## src/rtl/cpu_oci_dct_packer.sv

```systemverilog
// Producer side of the OCI compressed-trace path: packs 2-bit trace atoms LSB-first
// into a 15-atom word and offers it downstream on a valid/ready handshake. Trace is lossy.
module cpu_oci_dct_packer #(
    parameter int ATOM_W = 2,
    parameter int ATOMS  = 15,
    parameter int BUF_W  = ATOM_W * ATOMS,
    parameter int CNT_W  = 4
) (
    input  logic              clk,
    input  logic              reset,
    input  logic              atom_valid,
    input  logic [ATOM_W-1:0] atom_data,
    output logic              atom_ready,
    input  logic              flush,
    output logic [BUF_W-1:0]  dct_buffer,
    output logic [CNT_W-1:0]  dct_count,
    output logic              dct_valid,
    input  logic              dct_ready,
    output logic              overflow,
    input  logic              overflow_clr
);

    localparam logic [CNT_W-1:0] CNT_FULL = CNT_W'(ATOMS);

    logic [BUF_W-1:0] acc_q, acc_d;
    logic [CNT_W-1:0] acc_cnt_q, acc_cnt_d;
    logic [BUF_W-1:0] out_buf_q, out_buf_d;
    logic [CNT_W-1:0] out_cnt_q, out_cnt_d;
    logic             out_full_q, out_full_d;
    logic             flush_pend_q, flush_pend_d;
    logic             overflow_q, overflow_d;

    logic             drain, out_free, acc_full, accept, drop, xfer;
    logic [BUF_W-1:0] acc_ins;
    logic [CNT_W-1:0] cnt_ins;

    // NOTE: every signal driven here gets a default first so no path leaves it unassigned (no latches).
    always_comb begin
        drain      = out_full_q & dct_ready;
        out_free   = !out_full_q | drain;
        acc_full   = (acc_cnt_q == CNT_FULL);
        atom_ready = !acc_full | out_free;
        accept     = atom_valid & atom_ready;
        drop       = atom_valid & !atom_ready;

        // Accumulator view including this cycle's atom; a held-full word takes no new atom.
        acc_ins = acc_q;
        cnt_ins = acc_cnt_q;
        if (accept && !acc_full) begin
            acc_ins[ATOM_W*int'(acc_cnt_q) +: ATOM_W] = atom_data;
            cnt_ins = acc_cnt_q + CNT_W'(1);
        end

        xfer = out_free & ((cnt_ins == CNT_FULL) |
                           ((flush | flush_pend_q) & (cnt_ins != '0)));

        acc_d        = acc_q;
        acc_cnt_d    = acc_cnt_q;
        out_buf_d    = out_buf_q;
        out_cnt_d    = out_cnt_q;
        out_full_d   = out_full_q;
        flush_pend_d = flush_pend_q;
        overflow_d   = drop | (overflow_q & !overflow_clr);

        if (xfer) begin
            out_buf_d  = acc_ins;
            out_cnt_d  = cnt_ins;
            out_full_d = 1'b1;
            if (accept && acc_full) begin
                // Old full word leaves; the new atom opens the next word in slot 0.
                acc_d        = BUF_W'(atom_data);
                acc_cnt_d    = CNT_W'(1);
                flush_pend_d = flush;
            end else begin
                acc_d        = '0;
                acc_cnt_d    = '0;
                flush_pend_d = 1'b0;
            end
        end else begin
            if (drain) out_full_d = 1'b0;
            acc_d     = acc_ins;
            acc_cnt_d = cnt_ins;
            if (flush && cnt_ins != '0) flush_pend_d = 1'b1;
        end
    end

    // NOTE: state registers use non-blocking assignments so all flops update together at the edge.
    always_ff @(posedge clk or posedge reset) begin
        if (reset) begin
            acc_q        <= '0;
            acc_cnt_q    <= '0;
            out_buf_q    <= '0;
            out_cnt_q    <= '0;
            out_full_q   <= 1'b0;
            flush_pend_q <= 1'b0;
            overflow_q   <= 1'b0;
        end else begin
            acc_q        <= acc_d;
            acc_cnt_q    <= acc_cnt_d;
            out_buf_q    <= out_buf_d;
            out_cnt_q    <= out_cnt_d;
            out_full_q   <= out_full_d;
            flush_pend_q <= flush_pend_d;
            overflow_q   <= overflow_d;
        end
    end

    assign dct_buffer = out_buf_q;
    assign dct_count  = out_cnt_q;
    assign dct_valid  = out_full_q;
    assign overflow   = overflow_q;

endmodule

```

## config.mk

```make
export PLATFORM = sky130hd
export DESIGN_NAME = cpu_oci_dct_packer
export DESIGN_NICKNAME = d
export VERILOG_FILES = /design/src/rtl/cpu_oci_dct_packer.sv
export SDC_FILE = /design/constraint.sdc
export NUM_CORES = 1
export LEC_CHECK = 0
export ABC_AREA = 1
export CORE_ASPECT_RATIO = 1.1
export CORE_MARGIN = 2
export CORE_UTILIZATION = 30
export CTS_CLUSTER_DIAMETER = 30
export DETAILED_ROUTE_END_ITERATION = 16
export PLACE_DENSITY = 0.45
export SETUP_SLACK_MARGIN = 0.15
export SKIP_LAST_GASP = 1
export SYNTH_ARGS = -nofsm -noshare
export SYNTH_HDL_FRONTEND = slang
export SYNTH_SLANG_ARGS = --single-unit
```

## constraint.sdc

```tcl
create_clock -name clk -period 2.52 [get_ports clk]
set_input_delay 0.378 -clock clk [delete_from_list [all_inputs] [get_ports clk]]
set_output_delay 0.378 -clock clk [all_outputs]
set_load 0.005 [all_outputs]
```

==> results of run 1 <==
area by class of cell:
cell class | instances | area (µm²) | area share [%]
clock buffer | 11 | 243 | 5.36
clock inverter | 5 | 129 | 2.84
inverter | 27 | 101 | 2.24
multi-input combinational | 306 | 1540 | 33.9
sequential | 71 | 1780 | 39.2
tap | 150 | 188 | 4.14
timing repair buffer | 56 | 556 | 12.3
layout by cell type, fill, tap and decap left out, drive strengths merged:
master	n
nor3	8
nand3	58
clkbuf	11
ha	5
nand2	155
nand4	12
clkinv	1
dfrtp	71
o22ai	1
a21boi	18
bufinv	4
nor2	16
o21ai	16
or2	1
inv	27
clkdlybuf4s50	44
nand3b	1
a21oi	4
buf	12
xnor2	1
and2	10
routing by layer:
layer / part of all wire, % / vias up
li1: - / 1474
met1: 49 / 1318
met2: 47 / 37
met3: 2.8 / 11
met4: 1.8 / 0
met5: 0 / -
metrics by stage:
stage	instance area, µm²	hold WS (ns)	cells	power [W]
6_report	4530	0.443	626	0.00434
5_1_grt	4530	0.489	626	0.00465
4_1_cts	4520	0.464	626	0.00440
3_5_place_dp	4150	0.461	610	0.00278
3_3_place_gp	4150	0.458	610	0.00278
2_1_floorplan	3540	0.465	426	0.00238
sequential cells by signal, summed over array words and instances, names as in the netlist:
| signal | flops |
|---|---|
| acc_cnt_q | 4 |
| acc_q | 30 |
| dct_buffer | 30 |
| dct_count | 4 |
| dct_valid | 1 |
| flush_pend_q | 1 |
| overflow | 1 |
worst paths after layout:
check | endpoint | slack, ns | depth (start not counted)
worst max-delay path | acc_q[18] | 0.37 | 8
worst min-delay path | dct_buffer[23] | 0.44 | 3
worst max register to register | acc_q[18] | 0.37 | 8
worst min register to register | dct_buffer[29] | 0.47 | 2
max in group asynchronous | acc_cnt_q[0] | 1.76 | 3
min in group clk | dct_buffer[29] | 0.47 | 2
worst reg2reg max path, stage by stage, from the launching register on:
cell	delay, ns
dfrtp_2	0.47
nor3_2	0.29
ha_1	0.29
inv_1	0.08
nand2_1	0.10
nor2_4	0.22
nand2_1	0.16
o21ai_0	0.25
a21boi_0	0.21
power by group:
part	total (W)	internal [W]	switching (W)
Combinational	0.00148	0.000466	0.00101
Clock	0.00159	0.00110	0.000490
Sequential	0.00127	0.00122	0.0000582
Total	0.00434	0.00278	0.00156
logic make-up after synthesis:
logic type | after synthesis | share of synthesized area, %
XOR/XNOR | 1 | 0.777
adder cells (fa/ha/maj) | 5 | 1.77
AND/OR/NAND/NOR | 261 | 33.8
AO/OA/AOI/OAI | 39 | 6.92
flip-flops | 71 | 50.1
buffers and inverters | 49 | 6.64
==> flow_summary_export.csv, run 1 <==
group,metric,value,unit
timing,setup_slack,0.367,ns
drt,drc,0,
timing,max_slew.worst_pin.slew,0.652,ns
clocking,cts_sinks,71,
worst_setup_path,crit_top_cell,"nand2_1",
timing,slew_headroom,56.2,%
clocking,h-tree-depth,3,
worst_setup_path,arrival,2.40,ns
synth,synth_top_area_cell,"dfrtp_1",
global_route,grt_pass1_vias,2923,
place,routabilityCongestion,0.787,
power,p_leak,2.21,nW
timing,setup_tns,0,ns
drt,wl_per_cell,12.9,µm
worst_setup_path,cp_top_family,"simple AND/OR/NAND/NOR gates",
global_route,grtUsageMet2,22.2,%
clocking,cts_buffers,9,
global_route,grt_max_degree,72,
synth,async_flop_share,100,%
synth,synth_top_area_share,50.1,%
synth,avgSynthCellArea,8.32,µm²
synth,yosysWarnings,0,
clocking,clock_path_buffers,2,
global_route,use_met3,2.88,%
timing,final_max_slew_viol_count,0,
worst_hold_path,hp-class,"primary input to async pin",
power,ir_drop,434,µV
timing,hold_violations,0,
drt,vias_per_cell,4.54,
timing,fmax,465,MHz
drt,drtAntennaViolNets,0,
die,fp-row-count,41,
worst_setup_path,r2r-start,"acc_cnt_q[0]",
synth,synth_fp_nets,439,
worst_setup_path,crit_path_cell_trace,"nor3_2, ha_1, inv_1, nand2_1, nor2_4, nand2_1, o21ai_0, a21boi_0",
worst_setup_path,end_kind,"flop",
synth,synthTopCellsByCount,"150 x nand2_1, 71 x dfrtp_1, 56 x nand3_1",
drt,routed-via-count,2840,
worst_setup_path,critPathMaxStageDelay,0.47,ns
global_route,grt_pass1_wl,14100,µm
drt,wl,8050,µm
drt,drtIter0Drc,75,
final_layout,fin_nets,484,
final_layout,drive_above_1_share,9.87,%
worst_setup_path,critPathSlowestCell,"dfrtp_2",
clocking,cts_setup_buffers,0,
die,die-area,12700,µm²
run_status,status,"finished, final reports clean",
timing,fin_crit_sh,85.4,%
timing,final.min_clock_period,2.15,ns
die,die_y,118,µm
synth,synth_cells,426,
synth,yosysSeqAreaShare,50.1,%
worst_setup_path,start_kind,"flop",
final_layout,antenna_cells_inserted,0,
clocking,clk_pin_slew,0.06,ns
clocking,cts_tree,"built",
final_layout,fillCellCount,1189,
worst_setup_path,crit_start,"acc_cnt_q[0]",
synth,synth_area,3540,µm²
final_layout,areaGrowthSynthToFinish,27.9,%
worst_setup_path,cp_max_fo,9,
synth,ys_top_cells_by_area,"dfrtp_1 50%, nand2_1 16%, nand3_1 7.9%",
synth,synth-edff-count,0,
synth,synthDistinctLibCells,32,
synth,ys_ff_latch,71,
clocking,clk_latency,0.33,ns
clocking,root_buffer,"clkbuf_16",
die,die_x,108,µm
clocking,cts_hold_buf,0,
place,port_buffers,44,
global_route,grt.busiest_layer,"met2",
global_route,grt_use_met1,18.6,%
clocking,cts_resized,0,
timing,finClkSkew,0.00574,ns
global_route,antenna_found_initial,0,
power,p_per_area,957,nW/µm²
worst_setup_path,worst-path-buf-inv,1,
die,ioPinCount,45,
run,cap_violations,0,
global_route,grtUsageTotal,14.0,%
die,initial_core_util,30.8,%
place,hpwlAfterDp,5600,µm
timing,setup_viol,0,
worst_setup_path,required,2.77,ns
worst_setup_path,path_class,"flop to flop",
synth,synth-main-ff-cell,"dfrtp_1",
global_route,grt-ovfl-total,0,
timing,rsz0062_at_grt,"no",
synth,yosysMostFrequentCell,"nand2_1",
drt,first_pass_iters,4,
final_layout,utilization,39.4,%
place,place_ws,0.174,ns
die,core_area,11500,µm²
(Power assumes the default switching activity.)
==> run 2: changes to the inputs <==
Settings changed: PLACE_DENSITY 0.45 to not set, PLACE_DENSITY_LB_ADDON set to 0.12.
==> flow_summary_export.csv, run 2 (synthesized netlist as in run 1, its figures left out) <==
group,metric,value,unit
die,core_area,11500,µm²
final_layout,stdcell_area,4450,µm²
clocking,cts_tree,"built",
timing,finClkSkew,0.00664,ns
timing,final.min_clock_period,2.16,ns
die,fp-row-count,41,
global_route,grt-ovfl-total,0,
die,ioPinCount,45,
place,routabilityCongestion,0.783,
place,hpwlAfterDp,5590,µm
timing,rsz0062_at_grt,"yes",
power,power_frac_comb,36.2,%
worst_setup_path,cp_max_fo,10,
final_layout,drive_above_1_share,10.1,%
run,cap_violations,0,
timing,fmax,462,MHz
clocking,clock_path_buffers,2,
timing,final_max_slew_viol_count,0,
worst_setup_path,arrival,2.42,ns
place,port_buffers,44,
worst_hold_path,hp-class,"primary input to async pin",
power,p_sw,0.00156,W
final_layout,final_cell_mix,"150 x nand2_1, 71 x dfrtp_1, 56 x nand3_1",
global_route,grt_max_degree,72,
drt,wl_per_cell,13.0,µm
place,dpl_cell_area,4130,µm²
drt,drtAntennaViolNets,0,
power,p_per_area,901,nW/µm²
die,initial_core_util,30.8,%
final_layout,seq_area,1780,µm²
drt,drtIter0Drc,107,
power,ir_drop,375,µV
clocking,cts_sinks,71,
run_status,status,"finished, final reports clean",
final_layout,areaGrowthSynthToFinish,25.5,%
timing,slew_headroom,61.4,%
drt,first_pass_iters,4,
worst_setup_path,required,2.78,ns
drt,vias_per_cell,4.62,
die,die-area,12700,µm²
die,die_x,108,µm
timing,hold_violations,0,
global_route,grt_pass1_wl,14100,µm
global_route,grt_pass1_vias,2880,
worst_setup_path,end_kind,"flop",
power,power.internal,0.00244,W
clocking,cts_buffers,9,
drt,routed-via-count,2889,
clocking,clk_latency,0.34,ns
global_route,grtUsageTotal,14.0,%
worst_setup_path,path_class,"flop to flop",
final_layout,fillCellCount,1239,
power,clockPowerShare,31.9,%
final_layout,mostFrequentLayoutCell,"nand2_1",
final_layout,multi_input_area,1540,µm²
drt,wl,8140,µm
die,die_y,118,µm
drt,drc,0,
global_route,antenna_found_initial,0,
timing,max_slew.worst_pin.slew,0.575,ns
worst_setup_path,start_kind,"flop",
clocking,cts_hold_buf,0,
clocking,clk_pin_slew,0.06,ns
final_layout,fin_nets,483,
power,swShare,39.0,%
clocking,h-tree-depth,3,
power,p_leak,2.16,nW
power,power_frac_seq,31.8,%
timing,setup_tns,0,ns
timing,fin_crit_sh,85.9,%
worst_setup_path,rrSetupSlack,0.36,ns
final_layout,antenna_cells_inserted,0,
clocking,root_buffer,"clkbuf_16",
timing,setup_viol,0,
==> run 2: cell count changes in the layout (fill, tap and decap cells not counted), moves of 2 or more <==
cell	previous run	this run
ha_2	0	2
clkinvlp_4	0	2
ha_1	5	3
clkinv_2	0	3
bufinv_16	4	1
==> run 2: path summary, 6_finish.rpt <==
path / from / to / depth (start not counted)
max in group asynchronous: reset / dct_buffer[8] / 3
worst min register to register: dct_count[2] / dct_count[2] / 2
worst max register to register: acc_cnt_q[0] / acc_q[11] / 7
worst min-delay path: reset / acc_q[18] / 3
min in group clk: dct_count[2] / dct_count[2] / 2
worst max-delay path: acc_cnt_q[0] / acc_q[11] / 7
==> run 2: final cells by class <==
cell class	instances	area share, %
Clock buffer	10	5.38
Clock inverter	6	1.35
Inverter	27	2.28
Multi-Input combinational cell	306	34.7
Sequential cell	71	40.0
Tap cell	150	4.22
Timing Repair Buffer	55	12.1
==> run 2: routing by layer <==
layer	vias up	global-route usage, %	routed length (µm)
li1	1467	-	-
met1	1368	18.9	3940
met2	39	21.5	3760
met3	15	2.99	251
met4	0	6.49	185
met5	-	0	0
==> run 2: per-stage QoR <==
stage	power [W]	setup WS (ns)	hold WS [ns]	util [%]	instances
2_1_floorplan	0.00238	0.345	0.465	-	426
3_3_place_gp	0.00274	0.192	0.460	36.0	609
3_5_place_dp	0.00274	0.164	0.462	36.0	609
4_1_cts	0.00405	0.293	0.467	38.6	625
5_1_grt	0.00429	0.148	0.497	38.7	625
6_report	0.00400	0.355	0.449	38.7	625
==> run 2: worst max-delay path, cell delays in order, from the launching register on <==
cell,delay [ns]
dfrtp_1,0.50
inv_2,0.16
ha_2,0.44
inv_1,0.15
nor3_1,0.27
inv_1,0.14
o21ai_0,0.24
a21boi_0,0.19
==> run 2: power by group through the flow <==
stage | combinational, W | clock [W] | sequential [W]
final | 0.00145 | 0.00128 | 0.00127
after global routing | 0.00164 | 0.00137 | 0.00128
after CTS | 0.00145 | 0.00132 | 0.00127
after detailed placement | 0.00145 | 0 | 0.00129
after global placement | 0.00145 | 0 | 0.00129
after floorplan | 0.00110 | 0 | 0.00128
==> run 2: what timing repair did <==
| action | CTS | global route |
|---|---|---|
| hold endpoints to repair | 0 | 0 |
| setup buffers | 0 | 0 |
| setup endpoints to repair | 0 | 28 |
| gates resized for setup | 0 | 4 |
